<file path="src/rtl/seq_div16by8_pkg.sv">
// ---------------------------------------------------------------------------
// seq_div16by8_pkg
// Shared definitions for the iterative restoring divider.
//   - div_state_t : FSM state encoding (IDLE / CALC / ZERO)
//   - DEF_WIDTH_N : default dividend / quotient width
//   - DEF_WIDTH_D : default divisor / remainder width
//   - DIV0_FILL   : fill bit for the divide-by-zero quotient (all ones)
// ---------------------------------------------------------------------------
package seq_div16by8_pkg;

    typedef enum logic [1:0] {
        IDLE = 2'b00,
        CALC = 2'b01,
        ZERO = 2'b10
    } div_state_t;

    localparam int DEF_WIDTH_N = 16;
    localparam int DEF_WIDTH_D = 8;

    // The divide-by-zero quotient is every bit set. It is kept as a single
    // fill bit so that it replicates to whatever quotient width is in use.
    localparam logic DIV0_FILL = 1'b1;

endpackage

</file>
<file path="src/rtl/seq_div16by8_sub.sv">
// ---------------------------------------------------------------------------
// div_trial_sub
// Ripple-carry subtractor used for the trial subtraction of the divider.
// Computes a - b as a + ~b + 1, so the carry-out is high exactly when the
// subtraction does not borrow.
//   a         in  W  minuend (shifted partial remainder)
//   b         in  W  subtrahend (zero-extended divisor)
//   diff      out W  a - b modulo 2^W
//   no_borrow out 1  carry-out; 1 when a >= b
// ---------------------------------------------------------------------------
module div_trial_sub #(
    parameter int W = 9
) (
    input  logic [W-1:0] a,
    input  logic [W-1:0] b,
    output logic [W-1:0] diff,
    output logic         no_borrow
);

    logic [W-1:0] b_inv;
    logic [W:0]   carry;

    assign b_inv    = ~b;
    assign carry[0] = 1'b1;

    genvar gi;
    generate
        for (gi = 0; gi < W; gi++) begin : g_fa
            assign diff[gi]    = a[gi] ^ b_inv[gi] ^ carry[gi];
            assign carry[gi+1] = (a[gi] & b_inv[gi]) |
                                 (a[gi] & carry[gi]) |
                                 (b_inv[gi] & carry[gi]);
        end
    endgenerate

    assign no_borrow = carry[W];

endmodule

</file>
<file path="src/rtl/seq_div16by8.sv">
// ---------------------------------------------------------------------------
// seq_div16by8
// Iterative restoring divider: one quotient bit per clock.
//   clk         in  1        rising-edge clock
//   rst         in  1        asynchronous active-high reset
//   start       in  1        request pulse, sampled only in IDLE
//   dividend    in  WIDTH_N  unsigned dividend, captured on accept
//   divisor     in  WIDTH_D  unsigned divisor, captured on accept
//   busy        out 1        operation in progress
//   done        out 1        one-cycle completion pulse
//   quotient    out WIDTH_N  result quotient, held until next completion
//   remainder   out WIDTH_D  result remainder, held until next completion
//   div_by_zero out 1        last completed operation had divisor 0
// ---------------------------------------------------------------------------
module seq_div16by8
    import seq_div16by8_pkg::*;
#(
    parameter int WIDTH_N = DEF_WIDTH_N,
    parameter int WIDTH_D = DEF_WIDTH_D,
    parameter int CNT_W   = 5
) (
    input  logic               clk,
    input  logic               rst,
    input  logic               start,
    input  logic [WIDTH_N-1:0] dividend,
    input  logic [WIDTH_D-1:0] divisor,
    output logic               busy,
    output logic               done,
    output logic [WIDTH_N-1:0] quotient,
    output logic [WIDTH_D-1:0] remainder,
    output logic               div_by_zero
);

    localparam logic [CNT_W-1:0] LAST_CNT = CNT_W'(WIDTH_N - 1);

    div_state_t         state_reg, state_next;
    logic [CNT_W-1:0]   cnt_reg,   cnt_next;
    logic [WIDTH_N-1:0] q_reg,     q_next;
    logic [WIDTH_D-1:0] d_reg,     d_next;
    logic [WIDTH_D:0]   r_reg,     r_next;
    logic               busy_reg,  busy_next;
    logic               done_reg,  done_next;
    logic [WIDTH_N-1:0] quot_reg,  quot_next;
    logic [WIDTH_D-1:0] rem_reg,   rem_next;
    logic               dbz_reg,   dbz_next;

    // One restoring step: shift {R,Q} left, trial-subtract D from the top.
    logic [WIDTH_D:0]   shifted;
    logic [WIDTH_D:0]   trial_diff;
    logic               trial_ok;
    logic [WIDTH_D:0]   iter_r;
    logic [WIDTH_N-1:0] iter_q;

    assign shifted = {r_reg[WIDTH_D-1:0], q_reg[WIDTH_N-1]};

    div_trial_sub #(
        .W (WIDTH_D + 1)
    ) u_trial_sub (
        .a         (shifted),
        .b         ({1'b0, d_reg}),
        .diff      (trial_diff),
        .no_borrow (trial_ok)
    );

    assign iter_r = trial_ok ? trial_diff : shifted;
    assign iter_q = {q_reg[WIDTH_N-2:0], trial_ok};

    always_comb begin
        state_next = state_reg;
        cnt_next   = cnt_reg;
        q_next     = q_reg;
        d_next     = d_reg;
        r_next     = r_reg;
        busy_next  = busy_reg;
        done_next  = 1'b0;
        quot_next  = quot_reg;
        rem_next   = rem_reg;
        dbz_next   = dbz_reg;

        case (state_reg)
            IDLE: begin
                if (start) begin
                    q_next     = dividend;
                    d_next     = divisor;
                    r_next     = '0;
                    cnt_next   = '0;
                    busy_next  = 1'b1;
                    state_next = (divisor == '0) ? ZERO : CALC;
                end
            end
            CALC: begin
                r_next   = iter_r;
                q_next   = iter_q;
                cnt_next = cnt_reg + 1'b1;
                // Final step: publish the values this edge produces.
                if (cnt_reg == LAST_CNT) begin
                    quot_next  = iter_q;
                    rem_next   = iter_r[WIDTH_D-1:0];
                    dbz_next   = 1'b0;
                    done_next  = 1'b1;
                    busy_next  = 1'b0;
                    state_next = IDLE;
                end
            end
            ZERO: begin
                // Q still holds the captured dividend here.
                quot_next  = {WIDTH_N{DIV0_FILL}};
                rem_next   = q_reg[WIDTH_D-1:0];
                dbz_next   = 1'b1;
                done_next  = 1'b1;
                busy_next  = 1'b0;
                state_next = IDLE;
            end
            default: begin
                busy_next  = 1'b0;
                state_next = IDLE;
            end
        endcase
    end

    always_ff @(posedge clk or posedge rst) begin
        if (rst) begin
            state_reg <= IDLE;
            cnt_reg   <= '0;
            q_reg     <= '0;
            d_reg     <= '0;
            r_reg     <= '0;
            busy_reg  <= 1'b0;
            done_reg  <= 1'b0;
            quot_reg  <= '0;
            rem_reg   <= '0;
            dbz_reg   <= 1'b0;
        end else begin
            state_reg <= state_next;
            cnt_reg   <= cnt_next;
            q_reg     <= q_next;
            d_reg     <= d_next;
            r_reg     <= r_next;
            busy_reg  <= busy_next;
            done_reg  <= done_next;
            quot_reg  <= quot_next;
            rem_reg   <= rem_next;
            dbz_reg   <= dbz_next;
        end
    end

    assign busy        = busy_reg;
    assign done        = done_reg;
    assign quotient    = quot_reg;
    assign remainder   = rem_reg;
    assign div_by_zero = dbz_reg;

endmodule

</file>
<file path="config.mk">
export PLATFORM = sky130hd
export DESIGN_NAME = seq_div16by8
export DESIGN_NICKNAME = d
export VERILOG_FILES = /design/src/rtl/seq_div16by8_pkg.sv /design/src/rtl/seq_div16by8_sub.sv /design/src/rtl/seq_div16by8.sv
export SDC_FILE = /design/constraint.sdc
export NUM_CORES = 1
export LEC_CHECK = 0
export CORE_MARGIN = 2
export CORE_UTILIZATION = 57
export CTS_CLUSTER_SIZE = 14
export DETAILED_ROUTE_END_ITERATION = 6
export PLACE_DENSITY = 0.85
export SYNTH_ARGS = -nofsm -noshare
export SYNTH_HDL_FRONTEND = slang
export SYNTH_SLANG_ARGS = --single-unit
</file>
<file path="constraint.sdc">
create_clock -name clk -period 8.5 [get_ports clk]
set_input_delay 1.275 -clock clk [delete_from_list [all_inputs] [get_ports clk]]
set_output_delay 1.275 -clock clk [all_outputs]
set_load 0.02 [all_outputs]
</file>
==> summary.txt, run 1 <==
Cells and area
  – Sequential cell area: 1650 um2
  – Share of cells above drive strength 1: 0.100
  – Area occupied by multi-input gates: about 1400 um2
  – Post-layout util: 0.709
  – # fillers: 416
  – Post-Layout Inst Area: 3860 um2
  – Nets: 385
  – Diode count: 0
  – Layout area overhead: 21.3%
  – Layout Cells excl Fill: 421

Status
  – Status: completed

Worst setup path
  – CP max-delay cell: nor2_2
  – Worst Setup Path Type: register to register
  – Cell mode on critical path: fa_1
  – CP arrival: 4770 ps
  – CP Cell Sequence: inv_1 > ha_1 > inv_1 > fa_1 > fa_1 > fa_1 > fa_1 > fa_1 > fa_1 > fa_1 > nor2_2 > mux2_2 > o21ai_0
  – Slowest Stage Delay on Critical Path: 490 ps
  – Critical-path maximum fanout: 10
  – Startpoint types: register
  – Critical Path RT: 8750 ps
  – Reg2reg start: q_reg[15]
  – CP startpoint: q_reg[15]
  – Critical Path Sink Type: register

Power
  – Pint: 0.740 mW
  – Comb pwr share: 0.408
  – Total power: 1.17 mW
  – Net Switching: 0.430 mW
  – Clock power share: 0.184
  – Switching Fraction: 0.368
  – VDD IR-drop max: 0.174 mV
  – Pleak: 1.74 nW
  – Sequential Power Share: 0.408
  – Pwr dens: 303 nW/um2

Yosys
  – Main area contributors after synthesis: dfrtp_1 (52%), mux2i_1 (6.0%), o21ai_0 (5.7%)
  – Post-synthesis async set-or-reset flop share: 1.00
  – Dominant cell by count in the synthesized netlist: dfrtp_1
  – Synth top area share: 0.520
  – Most instantiated cells after synthesis: dfrtp_1 (66), o21ai_0 (36), nand2_1 (33)
  – Seq/Total Area, Yosys: 0.520
  – #FFs+latches synth: 66
  – Post-synthesis cell count: 296
  – Post-synth EDFFs: 0
  – Synth Flop Type: dfrtp_1
  – Mapped Avg Cell Area: between 10 and 15 um2
  – Cell taking the most area after synthesis: dfrtp_1
  – Syn Nets: 336
  – Post-Syn Area: 3180 um2
  – Syn. warnings: 0
  – Distinct cells, synth: 36

Flow run
  – Max cap viols: 0

Clock tree
  – Root Driver: clkbuf_8
  – Post-CTS Hold Buffers: 0
  – CTS tree: done
  – Post-CTS sizing: 0
  – CTS max path bufs: 2
  – Postcts setup bufs: 0
  – Clk pin slew, worst setup/hold paths: 70 ps
  – Clk Latency, worst-skew pair: approximately 340 ps
  – Clock sinks: 66
  – H-tree levels: 3
  – Number of CTS-inserted buffers: 9

Floorplanning
  – IO Pins: 54
  – Die Height: around 79 um
  – Die width: slightly below 80 um
  – Die area: ~6200 um2
  – # rows: 27
  – Initial Util: 0.584
  – Core Footprint: 5440 um2

Placed design
  – Post-DP HPWL: 4290 um
  – Setup WS pre-CTS: around 4000 ps
  – GPL Wtd Cong: 0.809
  – Port bufs: 53
  – Post-DP Area: 3700 um2
  – Dpl cells: 406

Timing
  – WHS: 477 ps
  – Max Slew Vio Count: 0
  – Setup ws final: roughly 4000 ps
  – Min Tclk post-route: between 4000 and 5000 ps
  – Fin crit share: 0.532
  – RSZ-0062 raised after global routing: no
  – Fin. Hold Viols: 0
  – Finish-stage setup viols: 0
  – Skew final: 6.74 ps
  – Slew headroom: 0.271
  – Worst-Margin Slew: 1070 ps
  – Peak Freq: between 0.2 and 0.25 GHz
  – Setup_tns: 0 ps

Global routing
  – Pin count of the biggest net entering global routing: 67
  – Initial antenna violation count: 0
  – Global-route wire length before repair: 10400 um
  – Vias in the first global route: 2179
  – Total congestion overflow: 0
  – GRT Overall Usage: 0.223

Drt
  – Antenna viol nets, final: 0
  – Drt via density: 5.48
  – Avg WL per Cell: 14.8 um
  – DRT iter0 DRCs: 166
  – Drc violations: 0
  – Total Wirelength: 6240 um
  – Vias: 2307
  – TritonRoute pass-1 iters: 4

Worst hold path
  – Hold/Removal Path Class: register to register
  – Worst Min Path Start: quotient[6]
-- kinds of logic (layout without fill, tap and decap cells) --
family                     after synthesis  after routing  synth area share
buffers and inverters                   32             85            0.0559
adders and majority gates               13             13            0.0677
DFF                                     66             66             0.520
muxes                                   22             22            0.0713
and+or+nand+nor                         93             93             0.144
AOI/OAI and AO/OA                       70             70             0.142
-- per-layer routing --
| metal | up-vias | global-route usage | routed length (um) |
|---|---|---|---|
| li1 | 1110 | - | - |
| met1 | 1120 | 0.296 | 2800 |
| met2 | 71 | 0.348 | 3010 |
| met3 | 6 | 0.0575 | 359 |
| met4 | 0 | 0.0947 | 70 |
| met5 | - | 0 | 0 |
-- path summary, 6_finish.rpt --
path	endpoint	slack (ps)	cells after the start
min in group asynchronous	quotient[6]	1480	3
setup reg to reg	r_reg[0]	3980	13
hold / removal	quotient[6]	480	2
setup / recovery	r_reg[0]	3980	13
hold reg to reg	quotient[6]	480	2
max in group asynchronous	d_reg[2]	6470	3
-- final cells by class --
| class | count | area share |
|---|---|---|
| Clock buffer | 11 | 0.0341 |
| Tap cell | 72 | 0.0234 |
| Timing Repair Buffer | 55 | 0.141 |
| Inverter | 15 | 0.0146 |
| Clock inverter | 4 | 0.00519 |
| Multi-Input combinational cell | 198 | 0.353 |
| Sequential cell | 66 | 0.428 |
-- power by group through the flow --
stage                     Combinational, mW  Clock, mW  Sequential (mW)
after floorplan                       0.350          0            0.488
after global placement                0.460          0            0.478
after detailed placement              0.481          0            0.483
after CTS                             0.483      0.220            0.478
after global routing                  0.538      0.235            0.490
final                                 0.477      0.215            0.478
-- cells in the final DEF, fill, tap and decap left out, types with 2 or more instances in the layout --
| cell | n |
|---|---|
| dfrtp_1 | 66 |
| clkdlybuf4s50_1 | 53 |
| o21ai_0 | 36 |
| nand2_1 | 33 |
| nand2b_1 | 20 |
| mux2i_1 | 18 |
| nor2_1 | 16 |
| inv_1 | 14 |
| a21oi_1 | 14 |
| o221a_2 | 11 |
| clkbuf_8 | 9 |
| nand3_1 | 8 |
| fa_1 | 7 |
| ha_1 | 6 |
| clkinv_2 | 4 |
| or2b_1 | 3 |
| nor2b_1 | 3 |
| a32o_1 | 2 |
| nor2_2 | 2 |
| mux2_2 | 2 |
| and3_1 | 2 |
| nor4_1 | 2 |
| clkbuf_1 | 2 |
| buf_4 | 2 |
-- worst max-delay path, delay by kind of cell (launching register included) --
family                     cells  cell delay, ps
AOI/OAI and AO/OA              1             130
adders and majority gates      8            2890
buffers and inverters          2             110
DFF                            1             370
muxes                          1             420
and+or+nand+nor                1             490
No activity file was read; power rests on OpenSTA's default activity.
==> run 2, diff against run 1 <==
- CORE_UTILIZATION: 57 -> 48
- PLACE_DENSITY: 0.85 -> 0.76
- clock period: 8.5 -> 3.8 ns (I/O delays scaled with it)
==> run 2 against run 1 <==
The run now ends with negative setup slack left; global-route usage down 1.9 points; sequential power up 130%; clock power rose to 2.8 times the previous value; worst hold slack better by 3.6 ps; combinational power rose to 3.0 times the previous value; wire length up 9.1%; highest routed layer unchanged.
==> summary.txt, run 2 (synthesis gave the netlist of run 1 again) <==
Cells and area
  – Most frequent cells in the layout: dfrtp_1 (66), clkdlybuf4s50_1 (53), nand2_1 (33)
  – Sequential cell area: 1650 um2 (unchanged)
  – Diode count: 0 (unchanged)
  – Commonest non-fill, non-tap cell in the layout: dfrtp_1
  – Layout area overhead: 29.7%
  – # fillers: 505 (+21%)
  – Layout Cells excl Fill: 439 (+4.3%)
  – Area occupied by multi-input gates: 1470 um2 (+7.8%)
  – Post-layout util: 0.646 (-0.0634)
  – Share of cells above drive strength 1: 0.202 (+0.101)
  – Nets: 397 (+3.1%)
  – Post-Layout Inst Area: 4120 um2 (+6.9%)

Drt
  – DRT iter0 DRCs: 155 (-6.6%)
  – Vias: 2347 (+1.7%)
  – Avg WL per Cell: 15.5 um (+4.6%)
  – Drc violations: 0 (unchanged)
  – TritonRoute pass-1 iters: 4 (unchanged)
  – Antenna viol nets, final: 0 (unchanged)
  – Drt via density: 5.35 (-2.4%)
  – Total Wirelength: 6810 um (+9.1%)

Global routing
  – Global-route wire length before repair: 11600 um (+11%)
  – GRT Overall Usage: 0.203 (-0.0191)
  – Total congestion overflow: 0 (unchanged)
  – Pin count of the biggest net entering global routing: 35 (-48%)
  – Vias in the first global route: 2382 (+9.3%)
  – Initial antenna violation count: 0 (unchanged)

Clock tree
  – CTS tree: done
  – Clk Latency, worst-skew pair: 340 ps (about the same)
  – CTS max path bufs: 2 (unchanged)
  – Number of CTS-inserted buffers: 9 (unchanged)
  – Post-CTS Hold Buffers: 0 (unchanged)
  – H-tree levels: 3 (unchanged)
  – Root Driver: clkbuf_8
  – Clock sinks: 66 (unchanged)
  – Clk pin slew, worst setup/hold paths: 70 ps (about the same)

Worst setup path
  – Worst r2r path cells: 14 (+1)
  – Critical-path maximum fanout: 3 (-7)
  – Reg2reg start: q_reg[15]
  – Critical Path RT: 3980 ps (-4770 ps)
  – Worst Setup Path Type: register to register
  – CP arrival: 4050 ps (-720 ps)
  – Startpoint types: register
  – Worst reg2reg path endpoint: r_reg[2]
  – Critical Path Sink Type: register
  – R2R Setup Slk: -70 ps (-4050 ps)

Worst hold path
  – Worst hold path stage count: 2 (unchanged)
  – Hold Crit Endpoint: quotient[6]
  – Worst Min Path Start: quotient[6]
  – Hold/Removal Path Class: register to register

Power
  – Pleak: 1.80 nW (+3.7%)
  – Pwr dens: 751 nW/um2 (+150%)
  – Total power: 3.09 mW (+160%)
  – Switching Fraction: 0.359 (-0.00895)
  – Sequential Power Share: 0.348 (-0.060)
  – Pint: 1.99 mW (+170%)
  – Net Switching: 1.11 mW (+160%)
  – VDD IR-drop max: 0.412 mV (+140%)
  – Comb pwr share: 0.459 (+0.051)
  – Clock power share: 0.193 (+0.009)

Floorplanning
  – Core Footprint: 6390 um2 (+17%)
  – # rows: 29 (+7.4%)
  – IO Pins: 54 (unchanged)
  – Die Height: 85.4 um (+8.5%)
  – Die width: 85.4 um (+8.5%)
  – Die area: 7290 um2 (+18%)
  – Initial Util: 0.498 (-0.0867)

Timing
  – Slew headroom: 0.435 (+0.164)
  – WHS: 480 ps (+3.56 ps)
  – Skew final: 7.29 ps (+0.548 ps)
  – Fin. Hold Viols: 0 (unchanged)
  – Min Tclk post-route: 3870 ps (-652 ps)
  – Max Slew Vio Count: 0 (unchanged)
  – Worst-Margin Slew: 846 ps (-225 ps)
  – Peak Freq: 0.259 GHz (+17%)
  – Finish-stage setup viols: 14 (+14)
  – Setup_tns: -457 ps (-457 ps)
  – Fin crit share: 1.02 (+0.486)
  – RSZ-0062 raised after global routing: yes
  – Setup ws final: -67.1 ps (-4050 ps)

Placed design
  – Port bufs: 53 (unchanged)
  – Setup WS pre-CTS: -143 ps (-4140 ps)
  – Post-DP Area: 3790 um2 (+2.3%)
  – GPL Wtd Cong: 0.768 (-5.1%)
  – Dpl cells: 418 (+3.0%)
  – Post-DP HPWL: 4520 um (+5.3%)

Status
  – Status: finished, violations left
  – Failing checks: negative setup slack

Flow run
  – Max cap viols: 0 (unchanged)
## run 2: cell count changes in the layout (fill, tap and decap cells not counted), moves of 5 or more
cell     previous run  this run
mux2i_2             1         6
fa_1                7         0
o21ai_0            36        31
buf_4               2        11
fa_2                0         7
mux2i_1            18        11
## run 2: worst max path at each step
stage / startpoint / to / slack [ps]
after global placement: q_reg[15] / r_reg[0] / -20
after detailed placement: q_reg[15] / r_reg[5] / -140
after CTS: q_reg[15] / r_reg[7] / -70
final: q_reg[15] / r_reg[2] / -70
after global routing: q_reg[15] / r_reg[2] / -190
after floorplan: q_reg[15] / r_reg[0] / -20
## run 2: critical path, stage by stage (launching register included)
cell	delay (ps)
dfrtp_1	390
inv_2	80
ha_4	130
inv_2	30
fa_2	330
fa_2	350
fa_2	340
fa_2	350
fa_2	340
fa_2	350
fa_2	360
nor2_4	150
buf_6	150
mux2i_2	240
o21ai_0	120
## run 2: area by class of cell
| type | count | share of cell area |
|---|---|---|
| well taps | 77 | 0.0234 |
| clock inverters | 5 | 0.0127 |
| multi-input cells | 198 | 0.356 |
| clock buffers | 11 | 0.0367 |
| repair buffers | 67 | 0.157 |
| flip-flops and latches | 66 | 0.401 |
| inverters | 15 | 0.0137 |
## run 2: routing by layer
layer	vias up	global-route usage	share of wire	routed length, um
li1	1143	-	-	-
met1	1132	0.281	0.45	3090
met2	62	0.317	0.48	3280
met3	10	0.0399	0.047	317
met4	0	0.0823	0.017	119
met5	-	0	0	0
## run 2: repair_timing
item / 4_1_cts / 5_1_grt
pin swaps: 8 / 3
endpoints found under the setup margin: 16 / 16
buffers inserted: 2 / 3
hold endpoints to repair: 0 / 0
resized for setup: 13 / 14
## run 2: power groups by stage
stage / Clock (mW) / Sequential [mW] / Combinational, mW
after floorplan: 0 / 1.09 / 0.816
after global placement: 0 / 1.08 / 1.12
after detailed placement: 0 / 1.08 / 1.15
after CTS: 0.611 / 1.07 / 1.26
after global routing: 0.646 / 1.11 / 1.58
final: 0.597 / 1.08 / 1.42
